<file path="src/rtl/inst_stream_sequencer.sv">
// Program-buffer instruction source for the 5-stage MIPS core: load entries, then issue one slot per clock.
// Define INST_HAZARD_STALL_EN to auto-insert NOPs on register hazards within a HAZ_DEPTH-slot window.
module inst_stream_sequencer #(
  parameter int DEPTH     = 64,
  parameter int GAP_W     = 4,
  parameter int LOOP_W    = 8,
  parameter int HAZ_DEPTH = 3
) (
  input  logic                   clk,
  input  logic                   reset,
  input  logic                   ld_valid,
  output logic                   ld_ready,
  input  logic [31:0]            ld_inst,
  input  logic [GAP_W-1:0]       ld_gap,
  input  logic                   start,
  input  logic                   clear,
  input  logic [LOOP_W-1:0]      loops,
  output logic [31:0]            inst,
  output logic                   inst_valid,
  output logic                   busy,
  output logic                   done,
  output logic [31:0]            issued_cnt,
  output logic [$clog2(DEPTH):0] prog_len
);
  localparam int PW = $clog2(DEPTH);
  localparam int LW = PW + 1;

  typedef enum logic [1:0] {IDLE, RUN, GAP, DONE} state_t;

  state_t            state_q;
  logic [LW-1:0]     prog_len_q;
  logic [PW-1:0]     rd_ptr_q;
  logic [LOOP_W-1:0] pass_q;
  logic [GAP_W-1:0]  gap_q;
  logic              stall_q;
  logic [31:0]       inst_q, cnt_q;
  logic              valid_q, done_q;

  logic [31:0]       mem_inst [DEPTH];
  logic [GAP_W-1:0]  mem_gap  [DEPTH];

  logic              ld_fire, last, fin, step, present, phaz;
  logic [PW-1:0]     nxt_ptr, pidx;
  logic [GAP_W-1:0]  cur_gap;
  logic [31:0]       pinst;

  assign ld_ready = (state_q == IDLE) && (prog_len_q < LW'(DEPTH)) && !start && !clear;
  assign ld_fire  = ld_valid && ld_ready;

  always_ff @(posedge clk)
    if (ld_fire) begin
      mem_inst[prog_len_q[PW-1:0]] <= ld_inst;
      mem_gap[prog_len_q[PW-1:0]]  <= ld_gap;
    end

  assign last    = ({1'b0, rd_ptr_q} == prog_len_q - LW'(1));
  assign nxt_ptr = last ? '0 : rd_ptr_q + PW'(1);
  assign fin     = last && (pass_q <= LOOP_W'(1));
  assign cur_gap = mem_gap[rd_ptr_q];
  // step: the current entry (including its trailing gap) is finished this cycle
  assign step    = (state_q == RUN && !stall_q && cur_gap == '0) ||
                   (state_q == GAP && gap_q == GAP_W'(1));
  // a stalled entry keeps rd_ptr; otherwise the next entry is the candidate
  assign pidx    = stall_q ? rd_ptr_q : nxt_ptr;
  assign pinst   = mem_inst[pidx];
  assign present = (state_q == RUN && stall_q) || (step && !fin);

`ifdef INST_HAZARD_STALL_EN
  logic [HAZ_DEPTH-1:0][4:0] win_q;  // [0] = destination of the slot now on inst

  function automatic logic [4:0] dst_of(input logic [31:0] w);
    case (w[31:26])
      6'h00:                             dst_of = w[15:11];
      6'h08, 6'h0A, 6'h0C, 6'h0D, 6'h23: dst_of = w[20:16];
      default:                           dst_of = 5'd0;
    endcase
  endfunction

  always_comb begin
    phaz = 1'b0;
    for (int k = 0; k < HAZ_DEPTH; k++)
      if (win_q[k] != 5'd0 && (win_q[k] == pinst[25:21] || win_q[k] == pinst[20:16]))
        phaz = 1'b1;
  end

  always_ff @(posedge clk or posedge reset)
    if (reset) win_q <= '0;
    else if (clear) win_q <= '0;
    else if (state_q == IDLE && start) begin
      win_q    <= '0;
      win_q[0] <= dst_of(mem_inst[0]);
    end else if (state_q == RUN || state_q == GAP)
      win_q <= {win_q[HAZ_DEPTH-2:0], (present && !phaz) ? dst_of(pinst) : 5'd0};
`else
  assign phaz = 1'b0;
`endif

  always_ff @(posedge clk or posedge reset)
    if (reset) begin
      state_q    <= IDLE;
      prog_len_q <= '0;
      rd_ptr_q   <= '0;
      pass_q     <= '0;
      gap_q      <= '0;
      stall_q    <= 1'b0;
      inst_q     <= '0;
      valid_q    <= 1'b0;
      done_q     <= 1'b0;
      cnt_q      <= '0;
    end else if (clear) begin
      state_q    <= IDLE;
      prog_len_q <= '0;
      rd_ptr_q   <= '0;
      pass_q     <= '0;
      gap_q      <= '0;
      stall_q    <= 1'b0;
      inst_q     <= '0;
      valid_q    <= 1'b0;
      done_q     <= 1'b0;
    end else begin
      inst_q  <= '0;
      valid_q <= 1'b0;
      done_q  <= 1'b0;
      case (state_q)
        IDLE: begin
          if (ld_fire) prog_len_q <= prog_len_q + LW'(1);
          if (start) begin
            rd_ptr_q <= '0;
            stall_q  <= 1'b0;
            if (prog_len_q != '0) begin
              state_q <= RUN;
              pass_q  <= (loops == '0) ? LOOP_W'(1) : loops;
              inst_q  <= mem_inst[0];
              valid_q <= 1'b1;
              cnt_q   <= 32'd1;
            end else begin
              state_q <= DONE;
              done_q  <= 1'b1;
              cnt_q   <= '0;
            end
          end
        end
        DONE: state_q <= IDLE;
        default: begin
          if (present) begin
            state_q <= RUN;
            if (!stall_q) begin
              rd_ptr_q <= nxt_ptr;
              if (last) pass_q <= pass_q - LOOP_W'(1);
            end
            if (phaz) stall_q <= 1'b1;
            else begin
              stall_q <= 1'b0;
              inst_q  <= pinst;
              valid_q <= 1'b1;
              cnt_q   <= cnt_q + 32'd1;
            end
          end else if (step) begin
            state_q <= DONE;
            done_q  <= 1'b1;
          end else if (state_q == RUN) begin
            state_q <= GAP;
            gap_q   <= cur_gap;
          end else
            gap_q <= gap_q - GAP_W'(1);
        end
      endcase
    end

  assign inst       = inst_q;
  assign inst_valid = valid_q;
  assign busy       = (state_q == RUN) || (state_q == GAP);
  assign done       = done_q;
  assign issued_cnt = cnt_q;
  assign prog_len   = prog_len_q;
endmodule

</file>
<file path="config.mk">
export PLATFORM = sky130hd
export DESIGN_NAME = inst_stream_sequencer
export DESIGN_NICKNAME = d
export VERILOG_FILES = /design/src/rtl/inst_stream_sequencer.sv
export SDC_FILE = /design/constraint.sdc
export NUM_CORES = 2
export LEC_CHECK = 0
export ABC_CLOCK_PERIOD_IN_PS = 4350
export CORE_MARGIN = 2
export CORE_UTILIZATION = 35
export CTS_CLUSTER_SIZE = 16
export DETAILED_ROUTE_END_ITERATION = 10
export GPL_ROUTABILITY_DRIVEN = 0
export PLACE_DENSITY_LB_ADDON = 0.15
export SYNTH_ARGS = -nofsm -noshare
export SYNTH_HDL_FRONTEND = slang
export SYNTH_SLANG_ARGS = --single-unit
</file>
<file path="constraint.sdc">
create_clock -name clk -period 4.35 [get_ports clk]
set_clock_uncertainty 0.2 [all_clocks]
set_input_delay 1.305 -clock clk [delete_from_list [all_inputs] [get_ports clk]]
set_output_delay 1.305 -clock clk [all_outputs]
set_load 0.05 [all_outputs]
</file>
# Yosys cells after proc, flatten, opt, wreduce, memory -nomap -nowiden
# Memory sizes are Yosys's and may differ from the RTL's.
# Cells that the tools add are included.
# W data, S select, Z words.
[classes] n_addsub=6 magnitude_cmp=2 eq_ne=13 muxes=55 bitwise=2 n_reduce_logical=34
[op_table] cell="$mux W32" n=6
[op_table] cell="$pmux W32 S2" n=2
[op_table] cell="$mux W8" n=7
[op_table] cell="$add A32 B1 Y32 const B" n=1
[op_table] cell="$mux W6" n=5
[op_table] cell="$mux W7" n=3
[op_table] cell="$mux W4" n=5
[op_table] cell="$pmux W8 S2" n=1
[op_table] cell="$mux W1" n=15
[op_table] cell="$mux W2" n=6
[op_table] cell="$pmux W6 S2" n=1
[op_table] cell="$logic_and A1 B1 Y1" n=10
[op_table] cell="$le A8 B1 Y1 const B" n=1
[op_table] cell="$logic_not A8 Y1" n=1
[op_table] cell="$ne A2 B2 Y1 const B" n=4
[op_table] cell="$sub A8 B1 Y8 const B" n=1
[op_table] cell="$add A7 B1 Y7 const B" n=1
[op_table] cell="$eq A6 B7 Y1" n=1
[op_table] cell="$lt A7 B7 Y1 const B" n=1
[op_table] cell="$reduce_bool A7 Y1" n=1
[op_table] cell="$sub A7 B1 Y7 const B" n=1
[op_table] cell="$add A6 B1 Y6 const B" n=1
[op_table] cell="$ne A3 B2 Y1 const B" n=2
[op_table] cell="$pmux W1 S2" n=3
[op_table] cell="20 further kinds" n=32
[totals] ff_bits=94 mem_bits_rw=2304 input_bits=49 mem_count=2
[mem_list] name="mem_inst" depth=64 width=32 rd=2 rd_clocked_by_memory_dff=0 write_ports=1 line="39" rtl="logic [31:0] mem_inst [DEPTH];"
[mem_list] name="mem_gap" depth=64 width=4 rd=1 rd_clocked_by_memory_dff=0 write_ports=1 line="40" rtl="logic [GAP_W-1:0] mem_gap [DEPTH];"

# Depth between registers and ports, before layout
[logic_depth] word_depth=9 ltp_mapped=18 mapped_depth_nobuf=11

# Worst setup path after synthesis
# OpenSTA, ideal clock, no wires.
[synth_timing] path_type="input to register" from="input port clear" to="memory mem_gap[31][0], enable pin" setup_ns=0.431 arrival_ns=5.300 required_ns=3.719 path_slack_ns=-1.581 path_stages=8 path_buffers=2 path_cell_list="clkbuf_1 > clkinv_1 > nand2_1 > nor3_1 > and3_1 > clkbuf_1 > nand3_1 > nor2_1"
[synth_between] elab_chain_cells=5
[synth_lines] item="start: declaration" line="16" rtl="input logic clear,"
[synth_lines] item="$logic_not A1 Y1" line="47" rtl="assign ld_ready = (state_q == IDLE) && (prog_len_q < LW'(DEPTH)) && !start && !clear;"
[synth_lines] item="$logic_and A1 B1 Y1" line="47"
[synth_lines] item="via ld_ready" line="12" rtl="output logic ld_ready,"
[synth_lines] item="$logic_and A1 B1 Y1" line="48" rtl="assign ld_fire = ld_valid && ld_ready;"
[synth_lines] item="$mux W1" line="51" rtl="if (ld_fire) begin"
[synth_lines] item="$mux W1 (implied by the code)" line="53" rtl="mem_gap[prog_len_q[PW-1:0]] <= ld_gap;"
[synth_lines] item="end: declaration" line="40"
# The timed path passes the listed nets, and every way through them passes these cells.

# Final worst setup path
[layout_timing] from="register rd_ptr_q[0]" to="register inst_q[13], in the netlist inst[13]"
[layout_between] elab_chain_cells=9 elab_cells_between_ends=16
[layout_lines] item="start: declaration" line="32" rtl="logic [PW-1:0] rd_ptr_q;"
[layout_lines] item="start signal: assignment" line="148" rtl="rd_ptr_q <= nxt_ptr;"
[layout_lines] item="branches (longest 6 deep; another with $mem_v2 Z64 W32)"
[layout_lines] item="$mux W32 *" line="145" rtl="if (present) begin"
[layout_lines] item="$pmux W32 S2 *" line="124" rtl="case (state_q)"
[layout_lines] item="$mux W32 *" line="110" rtl="end else if (clear) begin"
[layout_lines] item="end signal: assignment" line="133" rtl="inst_q <= mem_inst[0];"
[layout_lines] item="end signal: assignment" line="154" rtl="inst_q <= pinst;"
[layout_lines] item="end: declaration" line="36" rtl="logic [31:0] inst_q, cnt_q;"
# Every way passes the cells marked *.
# A chain may end at the register's enable or synchronous reset.

==> flow_summary.json <==
{
  "run_status": "finished clean",
  "critical_path.cell_chain": "buf_12, ha_2, xnor2_2, buf_12, buf_4, buf_4, a21oi_1, a31oi_1, a311o_1, nand3_1, a31oi_1, o22ai_4, o31ai_4",
  "crit_family": "compound AO/OA/AOI/OAI gates",
  "num_vias": 56800,
  "ys_types": 90,
  "row_cnt": 190,
  "clock-root-buffer": "sky130_fd_sc_hd__clkbuf_16",
  "routed_wire_length_per_instance_um": 34.1,
  "number_of_pins_exceeding_their_max_slew_limit_in_the_final_report": 0,
  "starting_utilization_of_the_core_area_pct": 35.2,
  "cp_slowest_stage_delay_ps": 560,
  "clock_tree.buffer_depth": 4,
  "final-setup-viol-count": 0,
  "worst_setup_path_startpoint": "rd_ptr_q[0]",
  "p_comb_share_pct": 15.4,
  "syn_avg_cell_area_um2": 17.5,
  "pwr-share-clk_pct": 39.4,
  "postSynthCellCount": 5399,
  "grt_setup_unrepaired": "no",
  "clock_insertion_delay_worst_skew_ps": 940,
  "postRouteAntennaNets": 0,
  "cts_tree": "built",
  "syn_area_um2": 94500,
  "netSwitchingPower_mw": 14.7,
  "power_density_nw_per_um2": 495,
  "synth_area_leader_cell": "sky130_fd_sc_hd__edfxtp_1",
  "cellLeakagePower_nw": 36.6,
  "slew_limit_headroom_pct": 8.55,
  "critical_path_buf_inv_count": 4,
  "drv.max_cap_violation_count": 0,
  "netlist.area_leader.share_pct": 73.2,
  "rr_endpoint": "inst[13]",
  "flops_latches_synth": 2397,
  "grt_start_max_net_pins": 126,
  "fp.coreArea_um2": 268000,
  "cts_buffers": 279,
  "cts.htree.levels": 5,
  "globalRouteOverflowTotal": 0,
  "timing_worst_setup_path_type": "register to register",
  "max-vdd-ir-drop_v": 0.000461,
  "post_route_setup_tns_ps": 0,
  "worst_slew_pin_slew_ps": 1370,
  "grt.total_usage_pct": 23.9,
  "synth_edf_count": 2304,
  "portBuffers": 123,
  "post-dp-hpwl_um": 204000,
  "synth_nets": 5461,
  "die_width_um": 524,
  "synth.area.top_cells": "sky130_fd_sc_hd__edfxtp_1 (73%), sky130_fd_sc_hd__mux4_2 (8.5%), sky130_fd_sc_hd__dfrtp_1 (2.5%), sky130_fd_sc_hd__nand2_1 (2.1%), sky130_fd_sc_hd__a21oi_1 (1.1%)",
  "setup.worst_path.end_class": "register",
  "seq_power_share_pct": 45.3,
  "hold_depth": 1,
  "async_flop_share_pct": 3.88,
  "r2r_start": "rd_ptr_q[0]",
  "internal_power_mw": 41.7,
  "yosys_most_used_dff": "sky130_fd_sc_hd__edfxtp_1",
  "drt_drc_violations_left": 0,
  "grt_first_pass_wirelength_um": 458000,
  "timing.critical_path.fanout_max": 47,
  "switching_share_of_power_pct": 26.1,
  "post_route_cells_drive_above_1_share_pct": 23.4,
  "tmin_final_ps": 4300,
  "wirelength_um": 332000,
  "worst_hold_path_type": "register to register",
  "synth.yosys.seq_area_share_pct": 75.7,
  "reg2regPathDepth": 13,
  "worst_setup_path_start_kind": "register",
  "synthesis_to_finish_area_growth_pct": 20.6,
  "fin_nets": 6058,
  "reg2reg_slack_ps": 50,
  "antenna_found_initial": 28,
  "critical-path-slowest-cell": "sky130_fd_sc_hd__dfrtp_4",
  "io_pins": 124,
  "hp-start": "mem_inst[0][26]",
  "achievable-frequency_mhz": 233,
  "clock_sink_count": 2397,
  "drt_iter0_markers": 7159,
  "postLayoutCoreUtil_pct": 42.5,
  "clkSlewWorstSetupHoldPaths_ps": 60,
  "timing.final.crit_share_pct": 98.8,
  "firstDrtPassIters": 8,
  "first_global_vias": 55700,
  "vias_per_cell": 5.82,
  "cp_data_required_time_ps": 4940,
  "fin_hold_ws_ps": 303,
  "worst_endpoint_data_arrival_time_ps": 4890,
  "holdPathEnd": "inst[26]",
  "ys_warn_count": 0,
  "die_h_um": 524,
  "die-area_um2": 274000,
  "finalHoldViolations": 0
}
## what timing repair did
| action | in CTS | in global routing |
|---|---|---|
| setup buffers | 2 | 4 |
| hold buffers | 0 | 0 |
| cloned | 0 | 0 |
| setup endpoints to repair | 5 | 13 |
| resized for setup | 6 | 9 |
| pin swaps | 1 | 1 |
## final cells by class
class                   instances  area (µm²)
diodes                          6        15.0
clock buffers                 367        7530
clock inverters               110         921
fillers                     23700      154000
inverters                      26         113
multi-input cells            2616       22100
flip-flops and latches       2397       71500
well taps                    3552        4440
repair buffers                676        7260
## synth_stat cells (all sizes together), types with 38 or more instances
cell type,instances
a21oi,208
o211ai,57
o21ai,141
edfxtp,2304
dfrtp,93
nor2,196
nand3,177
a31oi,79
clkbuf,201
o311a,69
a211oi,38
nor3,71
buf,159
nand2,541
mux2i,82
o22ai,108
mux4,355
## power by group through the flow
stage                     sequential (mW)  clock (mW)  combinational [mW]
after floorplan                      26.1           0                4.72
after global placement               26.0           0                8.58
after detailed placement             26.0           0                8.59
after CTS                            25.5        22.5                8.65
after global routing                 25.5        23.4                9.12
final                                25.5        22.2                8.67
## worst reg2reg max path, stage by stage, from the launching register on
cell and delay [ps]:
sky130_fd_sc_hd__dfrtp_4 560, sky130_fd_sc_hd__buf_12 220, sky130_fd_sc_hd__ha_2 360, sky130_fd_sc_hd__xnor2_2 550
sky130_fd_sc_hd__buf_12 290, sky130_fd_sc_hd__buf_4 260, sky130_fd_sc_hd__buf_4 220, sky130_fd_sc_hd__a21oi_1 90
sky130_fd_sc_hd__a31oi_1 220, sky130_fd_sc_hd__a311o_1 150, sky130_fd_sc_hd__nand3_1 70, sky130_fd_sc_hd__a31oi_1 340
sky130_fd_sc_hd__o22ai_4 240, sky130_fd_sc_hd__o31ai_4 390
## cell families after synthesis
kind of cell / after synthesis / synth area share, %
AO/OA/AOI/OAI: 1008 / 7.40
flip-flops: 2397 / 75.7
multiplexers: 457 / 9.57
AND/OR/NAND/NOR: 1118 / 5.21
XOR/XNOR: 20 / 0.185
buffers and inverters: 386 / 1.77
adder cells (fa/ha/maj): 13 / 0.172
## per-layer routing
metal | wire [µm] | global-route usage (%) | share of wire (%)
met5 | 325 | 0 | 0.098
met4 | 7450 | 5.71 | 2.2
met3 | 25100 | 4.17 | 7.6
met2 | 156000 | 38.3 | 47
met1 | 143000 | 33.9 | 43
## registers in the layout, summed over array words and instances, names as in the netlist
register    count
mem_gap       256
done            1
inst_valid      1
state_q         2
inst           32
mem_inst     2048
gap_q           4
issued_cnt     32
rd_ptr_q        6
prog_len        7
pass_q          8
## stage by stage
step / instance area, µm² / total power, mW / std cells / setup WS (ps)
after floorplan: 94700 / 30.8 / 5399 / -207
after global placement: 105000 / 34.6 / 9261 / -402
after detailed placement: 105000 / 34.6 / 9261 / -303
after CTS: 114000 / 56.7 / 9740 / 8.78
after global routing: 114000 / 58.0 / 9747 / 12.5
final: 114000 / 56.4 / 9750 / 50.2
## worst max path at each step
stage | endpoint | slack, ps | cells past startpoint
final | inst[13] | 50 | 13
after global placement | inst[13] | -400 | 13
after floorplan | mem_gap[11][0] | -210 | 8
after global routing | inst[11] | 10 | 12
after detailed placement | inst[13] | -300 | 13
after CTS | inst[8] | 9 | 9
## layout by cell type, fill, tap and decap left out, types with 32 or more instances in the layout
cell                              count
sky130_fd_sc_hd__edfxtp_1          2304
sky130_fd_sc_hd__nand2_1            540
sky130_fd_sc_hd__buf_4              389
sky130_fd_sc_hd__mux4_2             355
sky130_fd_sc_hd__clkbuf_16          284
sky130_fd_sc_hd__a21oi_1            208
sky130_fd_sc_hd__nand3_1            174
sky130_fd_sc_hd__buf_12             165
sky130_fd_sc_hd__o21ai_0            137
sky130_fd_sc_hd__nor2_1             129
sky130_fd_sc_hd__o22ai_1            107
sky130_fd_sc_hd__dfrtp_1             90
sky130_fd_sc_hd__clkdlybuf4s50_1     86
sky130_fd_sc_hd__mux2i_1             82
sky130_fd_sc_hd__a31oi_1             73
sky130_fd_sc_hd__clkbuf_1            72
sky130_fd_sc_hd__o311a_1             69
sky130_fd_sc_hd__nor3_1              66
sky130_fd_sc_hd__nor2_4              66
sky130_fd_sc_hd__o211ai_1            57
sky130_fd_sc_hd__clkinv_1            49
sky130_fd_sc_hd__a211oi_1            37
sky130_fd_sc_hd__buf_2               36
sky130_fd_sc_hd__clkinv_2            32
Note: power is estimated with default switching activity, not from simulation.
